[src/rtl/hwpe_stream_sink_realign_wr.sv]
// Write-side stream realigner: shifts an aligned word stream by k bytes and emits per-byte strobes.
// Optional status outputs (busy_o, words_o) are enabled with `define HWPE_SINK_REALIGN_STATUS_EN.
module hwpe_stream_sink_realign_wr #(
  parameter int unsigned DATA_WIDTH = 32,
  parameter int unsigned LEN_WIDTH  = 16,
  localparam int unsigned NB        = DATA_WIDTH / 8,
  localparam int unsigned OW        = (NB > 1) ? $clog2(NB) : 1
) (
  input  logic                  clk_i,
  input  logic                  rst_i,
  input  logic                  clear_i,
  input  logic                  start_i,
  input  logic [OW-1:0]         offset_i,
  input  logic [LEN_WIDTH-1:0]  line_length_i,
  output logic                  done_o,
  input  logic [DATA_WIDTH-1:0] stream_i_data,
  input  logic                  stream_i_valid,
  output logic                  stream_i_ready,
  output logic [DATA_WIDTH-1:0] stream_o_data,
  output logic [NB-1:0]         stream_o_strb,
  output logic                  stream_o_valid,
  input  logic                  stream_o_ready,
`ifdef HWPE_SINK_REALIGN_STATUS_EN
  output logic                  busy_o,
  output logic [LEN_WIDTH:0]    words_o,
`endif
  output logic [1:0]            state_o
);

  // Handshake: a word moves when valid && ready in the same cycle; once valid is
  // raised, data/strb hold until ready, and valid never depends on ready.

  localparam int unsigned SHW = OW + 4;
  localparam logic [NB-1:0] STRB_ALL = {NB{1'b1}};

  typedef enum logic [1:0] {IDLE = 2'd0, RUN = 2'd1, FLUSH = 2'd2, DONE = 2'd3} state_t;

  state_t                state_q, state_d;
  logic [LEN_WIDTH-1:0]  cnt_q;
  logic [LEN_WIDTH-1:0]  len_q;
  logic [OW-1:0]         k_q;
  logic [DATA_WIDTH-1:0] prev_q;

  logic [SHW-1:0]        sh_lo;
  logic [SHW-1:0]        sh_hi;
  logic                  cnt_last;
  logic                  in_hs;
  logic                  accept_start;

  assign sh_lo        = SHW'({k_q, 3'b000});
  assign sh_hi        = SHW'(DATA_WIDTH) - sh_lo;
  assign cnt_last     = (cnt_q == len_q - LEN_WIDTH'(1));
  assign in_hs        = (state_q == RUN) && stream_i_valid && stream_o_ready;
  assign accept_start = (state_q == IDLE) && start_i;
  assign state_o      = state_q;

  always_comb begin
    state_d        = state_q;
    stream_o_valid = 1'b0;
    stream_i_ready = 1'b0;
    stream_o_data  = '0;
    stream_o_strb  = '0;
    done_o         = 1'b0;
    case (state_q)
      IDLE: begin
        if (start_i) state_d = (line_length_i == '0) ? DONE : RUN;
      end
      RUN: begin
        stream_o_valid = stream_i_valid;
        stream_i_ready = stream_o_ready;
        // k==0 skips the carry term so no full-width shift is ever formed
        if (k_q == '0) stream_o_data = stream_i_data;
        else stream_o_data = (stream_i_data << sh_lo) | (prev_q >> sh_hi);
        stream_o_strb = (cnt_q == '0) ? (STRB_ALL << k_q) : STRB_ALL;
        if (in_hs && cnt_last) state_d = (k_q != '0) ? FLUSH : DONE;
      end
      FLUSH: begin
        stream_o_valid = 1'b1;
        stream_o_data  = prev_q >> sh_hi;
        stream_o_strb  = ~(STRB_ALL << k_q);
        if (stream_o_ready) state_d = DONE;
      end
      DONE: begin
        done_o  = 1'b1;
        state_d = IDLE;
      end
      default: state_d = IDLE;
    endcase
  end

  always_ff @(posedge clk_i) begin
    if (rst_i || clear_i) begin
      state_q <= IDLE;
      cnt_q   <= '0;
      len_q   <= '0;
      k_q     <= '0;
      prev_q  <= '0;
    end else begin
      state_q <= state_d;
      if (accept_start) begin
        k_q    <= offset_i;
        len_q  <= line_length_i;
        cnt_q  <= '0;
        prev_q <= '0;
      end else if (in_hs) begin
        prev_q <= stream_i_data;
        if (!cnt_last) cnt_q <= cnt_q + LEN_WIDTH'(1);
      end
    end
  end

`ifdef HWPE_SINK_REALIGN_STATUS_EN
  logic [LEN_WIDTH:0] words_q;

  always_ff @(posedge clk_i) begin
    if (rst_i || clear_i) begin
      words_q <= '0;
    end else if (accept_start) begin
      words_q <= '0;
    end else if (stream_o_valid && stream_o_ready) begin
      words_q <= words_q + (LEN_WIDTH+1)'(1);
    end
  end

  assign busy_o  = (state_q != IDLE);
  assign words_o = words_q;
`endif

endmodule

[config.mk]
export PLATFORM = sky130hd
export DESIGN_NAME = hwpe_stream_sink_realign_wr
export DESIGN_NICKNAME = d
export VERILOG_FILES = /design/src/rtl/hwpe_stream_sink_realign_wr.sv
export SDC_FILE = /design/constraint.sdc
export NUM_CORES = 1
export LEC_CHECK = 0
export ABC_CLOCK_PERIOD_IN_PS = 3400
export CAP_MARGIN = 10
export CORE_MARGIN = 1.5
export CORE_UTILIZATION = 35
export CTS_CLUSTER_SIZE = 20
export DETAILED_ROUTE_END_ITERATION = 7
export PLACE_DENSITY = 0.54
export SYNTH_ARGS = -nofsm -noshare
export SYNTH_HDL_FRONTEND = slang
export SYNTH_SLANG_ARGS = --single-unit
[constraint.sdc]
create_clock -name clk_i -period 3.4 [get_ports clk_i]
set_input_delay 0.34 -clock clk_i [delete_from_list [all_inputs] [get_ports clk_i]]
set_output_delay 0.34 -clock clk_i [all_outputs]
set_load 0.02 [all_outputs]
==> qor.txt <==
status - finished, final reports clean
Nets - 844
FILL cells - 1455
hold_sp - prev_q[7]
Initial DRC Count - 465
R2R setup slack - 0.50 ns
Compound-Gate Fraction of Synth Area - 0.2481
CP Class - reg2out
Worst setup EP type - output port
Area Growth Syn to Fin - 29.07%
core box area - 14480 sq um
Synth Area in XOR/XNOR - 0.02869
postcts setup bufs - 0
Post-synth ARST share - 0
antenna violations before repair - 0
unrepaired setup endpoints after global routing - false
worst hold path depth - 2
mux cell area share after synthesis - 0.09450
Final HPWL DP - 13040 um
Post-Synth Adder-Cell Area - 0.02411
Yosys warning count - 0
Worst Skew - 0.005019 ns
Final ANT Viol Nets - 0
Post-synth EDFFs - 0
synth unique cells - 55
Mapped Area - 5190 sq um
Post-Route Setup TNS - 0 ns
Lkg Pwr - 2.167 nW
Hold Crit Class - reg2reg
# hold bufs at CTS - 0
height of the die - 124.8 um
largest net degree at the start of global routing - 55
simple-gate share of the synthesized area - 0.2900
DP Area - 6375 sq um
syn_area_per_cell - 7.383 sq um
Syn Nets - 769
gpl congestion - 0.9248
count leader, synth - nand2_1
Area contributors post-synth - dfxtp_1 (26%), nand2_1 (10%), a21oi_1 (9.2%)
fin worst setup slack - 0.2016 ns
vias in the first global route - 5279
Place WS - 0.5062 ns
worst hold endpoint - prev_q[7]
Final Cycle Share - 0.9407
die width - 124.8 um
r2r startpoint - len_q[0]
register area share after synthesis - 0.2623
clock buffer depth - 2
most used flip-flop cell after synthesis - dfxtp_1
port bufs - 96
Synth Register Bits - 68
H-tree depth - 3
TritonCTS Sinks - 68
Fmax - 0.3127 GHz
CTS tree - done
Power Dens Cells - 333.7 nW/um^2
critical path fanouts, max - 54
DR WL/cell - 18.56 um
DRC Markers - 0
r2r endpoint - cnt_q[12]
Overflow after GRT - 0
CP required - 3.06 ns
max cap viols - 0
cell area after layout - 6699 sq um
Yosys top cell by area - dfxtp_1
Clock Latency Late Sink - 0.33 ns
worst r2r path cells - 9
Critical Path Start Type - flop
Initial Util - 0.3585
Tot GR Track Use - 0.2326
Rel. slew slack - 0.4877
Fin. Hold Viols - 0
Root Driver - clkbuf_16
maximum VDD drop - 0.0002365 V
max-slew violation count - 0
# setup viols final - 0
main combinational cell family by area after synthesis - simple AND/OR/NAND/NOR gates
layout cells sized above 1 - 0.08824
TritonCTS buffer count - 9
clock transition at the registers of the reported paths - 0.06 ns
commonest cells in the netlist - nand2_1 (143), a21oi_1 (95), dfxtp_1 (68)
WP data arrival - 2.86 ns
Worst Max-Slew Pin Slew - 0.7684 ns
final WL - 17930 um
row count - 44
number of antenna diodes - 0
DR pass1 iterations - 5
Synth top area share - 0.2623
first-pass GRT wire length - 29150 um
Mapped Cells - 703
# IOs - 97
Period minus WS final - 3.198 ns
Vias - 5564
Vias/cell - 5.760
die area - 15570 sq um
[per-stage QoR]
step	utilization	total power, mW	hold WS [ns]	instances
floorplan	-	1.080	0.4318	703
global placement	0.4403	1.245	0.4402	951
detailed placement	0.4403	1.251	0.4465	951
CTS	0.4615	2.248	0.4542	966
global route	0.4627	2.332	0.4678	966
finish	0.4627	2.235	0.4505	966
[layout by cell type (no fill, tap or decap), types with 5 or more instances in the layout]
cell	count
nand2_1	143
clkdlybuf4s50_1	96
a21oi_1	95
dfxtp_1	67
nor2b_1	36
mux2i_1	31
o21ai_0	26
a211oi_1	18
nor2_1	17
buf_4	17
a22oi_1	16
inv_1	11
or3_1	11
nor4_1	11
o22ai_1	10
nand4_1	10
ha_1	10
nand3_1	9
xor2_1	9
clkbuf_16	9
nand2b_1	8
nor3b_2	8
mux4_2	8
a2bb2oi_1	8
a22o_1	8
xnor2_1	8
o21ai_1	8
and3_1	7
or4_1	7
nor3_1	5
o31ai_1	5
[power breakdown]
part           switching, mW  internal (mW)  leakage, nW  total (mW)
Combinational          0.228          0.192         1.47       0.420
Sequential            0.0148          0.806        0.550       0.821
Clock                  0.358          0.636        0.148       0.994
[what timing repair did]
| action | in CTS | in global routing |
|---|---|---|
| resized for setup | 0 | 5 |
| setup endpoints to repair | 0 | 11 |
| hold endpoints to repair | 0 | 0 |
[area by class of cell]
cell class,instances,area [sq um],share of cell area
Tap cell,184,230.2,0.03437
Timing Repair Buffer,117,1151,0.1718
Multi-Input combinational cell,571,3607,0.5385
Inverter,11,41.29,0.006164
Sequential cell,68,1363,0.2034
Clock buffer,10,229.0,0.03418
Clock inverter,5,77.57,0.01158
[sequential cells by signal (all words and copies together) (netlist names)]
signal / cells
len_q: 16
prev_q: 32
cnt_q: 16
state_o: 2
k_q: 2
[per-layer routing]
metal / vias up / track usage / part of all wire
met5: - / 0 / 0
met4: 0 / 0.05274 / 0.0099
met3: 10 / 0.03823 / 0.063
met2: 196 / 0.3568 / 0.44
met1: 2667 / 0.3403 / 0.48
li1: 2691 / - / -
[worst max-delay path by stage]
stage,startpoint,to,cells after the start,slack [ns]
after global routing,k_q[0],stream_o_data[1],8,0.001
final,k_q[0],stream_o_data[1],8,0.20
after CTS,k_q[0],stream_o_data[5],9,0.14
after global placement,k_q[0],stream_o_data[5],9,0.52
after floorplan,k_q[0],stream_o_data[24],10,0.19
after detailed placement,len_q[0],cnt_q[14],9,0.51
[worst max-delay path, cell delays in order (launching register included)]
cell             delay [ns]
dfxtp_2                0.33
inv_1                  0.10
ha_1                   0.23
buf_12                 0.27
o21bai_1               0.16
and2_1                 0.34
a21oi_1                0.14
nor3b_2                0.26
clkdlybuf4s50_1        0.67
[kinds of logic (layout without fill, tap and decap cells)]
group / count (synthesis) / after routing
adder cells (fa/ha/maj): 10 / 10
buffers and inverters: 64 / 143
flip-flops: 68 / 68
multiplexers: 39 / 39
XOR/XNOR: 17 / 17
AND/OR/NAND/NOR: 294 / 294
AO/OA/AOI/OAI: 211 / 211
(Power assumes the default switching activity.)
